===== src/rtl/mfcc_frame_buffer.sv =====
// mfcc_frame_buffer: ping-pong frame buffer turning the mfcc coefficient stream into valid/ready frames; ports: mfcc_in/mfcc_valid/num_mfcc_coeffs in, out_data/out_valid/out_ready/out_last stream, frame_count/drop_count/overflow/cfg_err status
module mfcc_frame_buffer #(
  parameter int COEF_W = 32,
  parameter int MAX_COEFFS = 16,
  parameter int DROP_W = 8
) (
  input  logic              clk,
  input  logic              rst,
  input  logic [COEF_W-1:0] mfcc_in,
  input  logic              mfcc_valid,
  input  logic [7:0]        num_mfcc_coeffs,
  output logic [COEF_W-1:0] out_data,
  output logic              out_valid,
  input  logic              out_ready,
  output logic              out_last,
  output logic [15:0]       frame_count,
  output logic [DROP_W-1:0] drop_count,
  output logic              overflow,
  output logic              cfg_err
);
  localparam int LW = $clog2(MAX_COEFFS + 1);
  localparam int AW = $clog2(MAX_COEFFS);
  typedef enum logic {IDLE, STREAM} state_t;
  logic [COEF_W-1:0] mem [2][MAX_COEFFS];
  logic [LW-1:0] len [2];
  logic [LW-1:0] cur_n, n_in, n;
  logic [1:0] full, full_nxt;
  logic [AW-1:0] wr_cnt, rd_cnt;
  logic wr_bank, rd_bank, rd_bank_nxt, dropping;
  logic start, bad_len, drop, last_wr, wr_done, xfer, rd_done;
  state_t state, state_nxt;
  assign bad_len = num_mfcc_coeffs == 8'd0 || num_mfcc_coeffs > 8'(MAX_COEFFS);
  assign n_in = num_mfcc_coeffs == 8'd0 ? LW'(1) :
                num_mfcc_coeffs > 8'(MAX_COEFFS) ? LW'(MAX_COEFFS) : num_mfcc_coeffs[LW-1:0];
  assign start = mfcc_valid && wr_cnt == '0;
  // drop decision uses the full flag before the edge, so a bank freed this cycle still drops
  assign drop = start ? full[wr_bank] : dropping;
  assign n = start ? n_in : cur_n;
  assign last_wr = mfcc_valid && LW'(wr_cnt) == n - LW'(1);
  assign wr_done = last_wr && !drop;
  assign out_valid = state == STREAM;
  assign out_data = out_valid ? mem[rd_bank][rd_cnt] : '0;
  assign out_last = out_valid && LW'(rd_cnt) == len[rd_bank] - LW'(1);
  assign xfer = out_valid && out_ready;
  assign rd_done = xfer && out_last;
  // next state looks at post-edge full flags so a just-completed frame streams next cycle
  always_comb begin
    full_nxt = full;
    if (wr_done) full_nxt[wr_bank] = 1'b1;
    if (rd_done) full_nxt[rd_bank] = 1'b0;
    rd_bank_nxt = rd_bank ^ rd_done;
    state_nxt = full_nxt[rd_bank_nxt] ? STREAM : IDLE;
  end
  always_ff @(posedge clk) begin
    if (rst) begin
      state <= IDLE;
      full <= '0;
      wr_bank <= 1'b0;
      rd_bank <= 1'b0;
      wr_cnt <= '0;
      rd_cnt <= '0;
      dropping <= 1'b0;
      cur_n <= '0;
      len <= '{default: '0};
      frame_count <= '0;
      drop_count <= '0;
      overflow <= 1'b0;
      cfg_err <= 1'b0;
    end else begin
      state <= state_nxt;
      full <= full_nxt;
      rd_bank <= rd_bank_nxt;
      if (xfer) rd_cnt <= rd_done ? '0 : rd_cnt + 1'b1;
      if (rd_done) frame_count <= frame_count + 1'b1;
      if (start) begin
        cur_n <= n_in;
        dropping <= full[wr_bank];
        if (bad_len) cfg_err <= 1'b1;
        if (!full[wr_bank]) len[wr_bank] <= n_in;
        if (full[wr_bank]) overflow <= 1'b1;
        if (full[wr_bank] && !(&drop_count)) drop_count <= drop_count + 1'b1;
      end
      if (mfcc_valid) wr_cnt <= last_wr ? '0 : wr_cnt + 1'b1;
      if (wr_done) wr_bank <= ~wr_bank;
    end
  end
  always_ff @(posedge clk) if (!rst && mfcc_valid && !drop) mem[wr_bank][wr_cnt] <= mfcc_in;
endmodule


===== config.mk =====
export PLATFORM = sky130hd
export DESIGN_NAME = mfcc_frame_buffer
export DESIGN_NICKNAME = d
export VERILOG_FILES = /design/src/rtl/mfcc_frame_buffer.sv
export SDC_FILE = /design/constraint.sdc
export NUM_CORES = 1
export LEC_CHECK = 0
export ABC_AREA = 1
export ABC_CLOCK_PERIOD_IN_PS = 7900
export CELL_PAD_IN_SITES_DETAIL_PLACEMENT = 2
export CELL_PAD_IN_SITES_GLOBAL_PLACEMENT = 2
export CORE_UTILIZATION = 25
export CTS_CLUSTER_DIAMETER = 60
export DETAILED_ROUTE_END_ITERATION = 7
export GPL_TIMING_DRIVEN = 0
export PLACE_DENSITY_LB_ADDON = 0.25
export SETUP_SLACK_MARGIN = 0.2
export SLEW_MARGIN = 20
export SYNTH_ARGS = -nofsm -noshare
export SYNTH_HDL_FRONTEND = slang
export SYNTH_SLANG_ARGS = --single-unit

===== constraint.sdc =====
create_clock -name clk -period 7.9 [get_ports clk]
set_input_delay 1.58 -clock clk [delete_from_list [all_inputs] [get_ports clk]]
set_output_delay 1.58 -clock clk [all_outputs]
set_load 0.01 [all_outputs]

# Word level (Yosys, flattened, before mapping)
# Memory sizes are Yosys's and may differ from the RTL's. A register that Yosys moved wholly into a read port is not among the register bits.
# Index checks and enable logic that the tools add are counted.
# totals
inputBits	44
elab_cells	101
mem_bits_rw	1024
memories	1
register_bits	55
# op_classes
mux	32
n_addsub	6
n_lt_le_gt_ge	12
n_eq_ne	2
reduce_logical	24
bitwise	10
# mem_list
name	depth	word_bits	read_ports	rd_clocked_by_memory_dff	wr	line_no	rtl
mem	2	512	1	1	1	24	logic [COEF_W-1:0] mem [2][MAX_COEFFS];
# ops
operator	count
$mux W512	1
$bmux W32 S4	1
$demux W32 S4	1
$mux W32	4
$mux W5	7
$add A16 B1 Y16 const B	1
$logic_and A1 B1 Y1	13
$bwmux W10	1
$eq A4 B5 Y1	2
$ge A5 B5 Y1 const B	2
$mux W1	10
$not A4 Y5	2
$sub A5 B1 Y5 const B	2
$add A4 B1 Y4 const B	2
$add A8 B1 Y8 const B	1
$gt A8 B5 Y1 const B	1
$logic_not A8 Y1	1
$mux W4	2
$reduce_and A2 Y1	4
$reduce_and A8 Y1	1
$lt A1 B2 Y1 const B	3
$demux W5 S1	1
$lt A5 B1 Y1 const B	1
$ge A2 B2 Y1 const B	2
13 further kinds	20

# Logic depth before layout (Yosys ltp)
# logic_depth
word_depth	14
depth_mapped	19
ltp_nobuf	19

# Least setup slack after synthesis
# Ideal clock, no wire load.
# synth_path
path_kind	in2reg
startpoint	input port mfcc_valid
endpoint	memory mem[0][0] (netlist bit) (enable)
required_time_ns	7.479
setup_ns	0.421
n_path_buf	1
t_arrival_ns	4.106
path_stages	9
setup_slack_ns	3.373
cell_sequence	buf_4 nand2_1 nor2_4 inv_2 a21oi_1 nand3_1 nor2_1 nand2_1 nor2_1
# synth_between
elab_chain_cells	6
# synth_rtl
item	line_no	rtl
start, declared	10	input logic mfcc_valid,
$logic_and A1 B1 Y1	35	assign start = mfcc_valid && wr_cnt == '0;
$mux W1	--	
$logic_not A1 Y1	87	always_ff @(posedge clk) if (!rst && mfcc_valid && !drop) mem[wr_bank][wr_cnt] <= mfcc_in;
$logic_and A1 B1 Y1 (*)	87	
$mux W1 (*)	87	
$mux W512 (implied by the code) (*)	87	
end, declared	24	
# Every way passes the cells marked *; elsewhere a longest branch is shown, timed or not.

# Worst setup path after layout
# layout_path
startpoint	register rd_cnt[0]
endpoint	output port out_data[30]
# layout_between
elab_chain_cells	5
# layout_rtl
item	line_no	rtl
start, declared	28	logic [AW-1:0] wr_cnt, rd_cnt;
start signal, assigned	73	if (xfer) rd_cnt <= rd_done ? '0 : rd_cnt + 1'b1;
$not A4 Y5 (implied by the code)	42	assign out_data = out_valid ? mem[rd_bank][rd_cnt] : '0;
$bmux W32 S4	42	
$mux W32 (implied by the code) (2 in series)	42	
$mux W32	42	
end, declared	12	output logic [COEF_W-1:0] out_data,
# No other way between the ends. The select of a mux whose other input is x is not followed.

==> results.md <==
* Global-route wire length before repair at between 200 and 250 mm
* Final net count at ~3700
* CTS clk-pin slew, worst paths at ~0.050 ns
* Post-synth top flop: edfxtp_1
* Register area share after synthesis at about three quarters
* Routability cong. at 0.783
* Io pins at 104
* Max H-tree Level at 4
* # port buffers at ~100
* Placed insts at about 5700
* Final ANT Viol Nets at 0
* Via density at around 5
* CTS resizes at 0
* CTS Buf Count at between 100 and 150
* Vias in the first global route at about 32000
* Period utilisation layout at a little under nine tenths
* HP Class: flip-flop to flip-flop
* CP startpoint kind: flip-flop
* Max_cap viols at 0
* DRC viols at 0
* GRT Residual Overflow at 0
* Sink Count at 1079
* Initial antenna violation count at 9
* RSZ-0062 raised after global routing: no
* Clock latency on the worst-skew pair at ~0.8 ns
* CP arrival at 5.24 ns
* Critical path class: flip-flop to primary output
* Tightest Pin Transition at ~1.2 ns
* Layout area overhead at 23.7%
* Share of layout cells above drive strength 1 at 11.5%
* Syn avg cell area at 13.0 µm²
* Setup Viol. Count Final at 0
* Area contributors post-synth: edfxtp_1 (72%), o21ai_0 (6.4%), nor2_1 (5.6%)
* Wire length per cell at around 30 µm
* Worst vdd ir at roughly 0.18 mV
* Leading area contributor after synthesis: edfxtp_1
* DIE AREA at 0.173 mm²
* Setup Buffers After CTS at 0
* Flops & latches, synth at around 1100
* Die Y-Extent at about 420 µm
* Post-synth EDFFs at about 1000
* Die Wd at between 400 and 500 µm
* Clk_skew at approximately 0.033 ns
* FFs w/ async S/R, synth at 0%
* Syn Nets at 3353
* Achievable Freq at between 0.1 and 0.15 GHz
* Post-Syn Area at 0.0429 mm²
* Synth warn at 0
* Setup WS pre-CTS at around 1.9 ns
* TritonCTS clock tree: built
* CP Capture Type: primary output
* Iteration-0 DRC count of the detailed router at between 2000 and 2500
* Tot GR Track Use at 20.3%
* # rows at around 150
* Setup TNS at 0 ns
* Final Hold Viols at 0
* Final Non-Filler Cells at a little under 6000
* Leakage Power at around 17 nW
* Max FO, Critical Path at 11
* Largest net degree at the start of global routing at 33
* Status: completed
* Core area at approximately 0.17 mm²
* DRT Wirelength at ~180 mm
* Minimum clock period at slightly below 7 ns
* Total Power at between 10 and 15 mW
* Synth top area share at between 70% and 80%
* Hold_buf cts at 0
* PwrDens at between 200 and 250 mW/mm²
* Iteration count of the initial detailed-routing pass at 5
* Slew Viols, Final at 0
* Fin util at a little under a third
* Worst EP required at around 6.3 ns
* Mapped Cells at between 3000 and 4000
* Via Count at between 30000 and 40000
* Post-DP HPWL at between 100 and 150 mm
* Relative slew slack at 20.8%
* Deepest clock path buffer count at 3
* Initial Util at 25.2%
* Setup ws final at 1.08 ns
* Root Driver: clkbuf_16
* Distinct cells, synth at between 40 and 50
cells in the mapped netlist (3+ instances only):
master,count
edfxtp_1,1024
nor2_1,643
o21ai_0,550
o221ai_1,195
clkbuf_1,165
nand2_1,141
nand3_1,139
o22ai_1,62
inv_1,56
a21oi_1,55
dfxtp_1,55
buf_2,46
a31oi_1,35
o21ai_1,19
buf_1,14
nor3_1,12
ha_1,9
nand4_1,9
o211ai_1,7
buf_4,6
buf_6,6
xor2_1,6
inv_2,5
xnor2_1,4
nor4_1,3
or2_1,3
or2_2,3
flip-flops by register name, indices dropped and copies added, names as in the netlist:
| signal | count |
|---|---|
| rd_bank | 1 |
| dropping | 1 |
| overflow | 1 |
| full | 2 |
| cfg_err | 1 |
| frame_count | 16 |
| wr_bank | 1 |
| cur_n | 5 |
| drop_count | 8 |
| wr_cnt | 4 |
| rd_cnt | 4 |
| out_valid | 1 |
| len | 10 |
| mem | 1024 |
critical path: stages, from the launching register on:
cell	delay, ns
dfxtp_1	0.33
clkbuf_1	0.55
clkbuf_1	0.67
clkbuf_1	0.73
o21ai_0	0.24
o221ai_1	0.34
nand3_1	0.11
nand3_1	0.21
nand2_1	0.15
a21oi_1	0.45
clkdlybuf4s50_1	0.64
metal layers:
layer	GRT usage, %	up-vias	wire length [µm]	share of wire, %
li1	-	13100	-	-
met1	26.5	16000	77100	43
met2	34.7	750	87500	49
met3	3.05	229	8150	4.6
met4	6.22	4	4760	2.7
met5	0	-	21	0.012
kinds of logic after synthesis:
logic type / after synthesis / share of synthesized area (%)
flops: 1079 / 74.3
simple gates: 970 / 9.28
fa+ha+maj: 9 / 0.263
xor+xnor: 11 / 0.242
buf+inv: 301 / 2.95
compound gates: 930 / 12.9
path summary, 6_finish.rpt:
| path | slack (ns) | cells after the start | end | start |
|---|---|---|---|---|
| max | 1.08 | 10 | out_data[30] | rd_cnt[0] |
| min | 0.48 | 2 | overflow | overflow |
| max reg2reg | 4.31 | 11 | mem[0][135] | wr_cnt[0] |
| min reg2reg | 0.48 | 2 | overflow | overflow |
per-stage QoR:
step                hold slack, ns  area, µm²
floorplan                    0.460      42900
global placement             0.457      46700
detailed placement           0.473      48600
CTS                          0.485      53000
global route                 0.504      53000
finish                       0.480      53000
cell usage in the layout, fill, tap and decap left out, drive strengths merged:
| cell | instances |
|---|---|
| clkdlybuf4s50 | 70 |
| diode | 3 |
| o211ai | 7 |
| o21a | 1 |
| nand2 | 144 |
| dfxtp | 55 |
| nor3 | 14 |
| nand3 | 141 |
| clkinv | 53 |
| edfxtp | 1024 |
| bufinv | 11 |
| nor3b | 4 |
| or2 | 6 |
| a31oi | 35 |
| inv | 70 |
| nand4 | 10 |
| xnor2 | 4 |
| o22ai | 62 |
| nor2 | 647 |
| ha | 9 |
| buf | 190 |
| a211oi | 1 |
| o21bai | 2 |
| o221ai | 195 |
| nor4 | 4 |
| o21ai | 571 |
| clkinvlp | 3 |
| a21oi | 56 |
| xor2 | 7 |
| clkbuf | 334 |
layout make-up:
type                    count  area [µm²]
clock inverters            74         787
repair buffers            187        2770
multi-input cells        1920        9980
diodes                      3        7.51
plain buffers             238        1040
fillers                 17600      117000
flip-flops and latches   1079       31900
clock buffers             169        3570
inverters                  63         236
well taps                2218        2780
power breakdown:
group	leakage (nW)	internal [mW]	switching (mW)
clock network	2.12	3.59	2.59
logic	5.00	0.0824	0.227
registers	9.66	6.28	0.00780
Power figures use the tool's default switching activity.
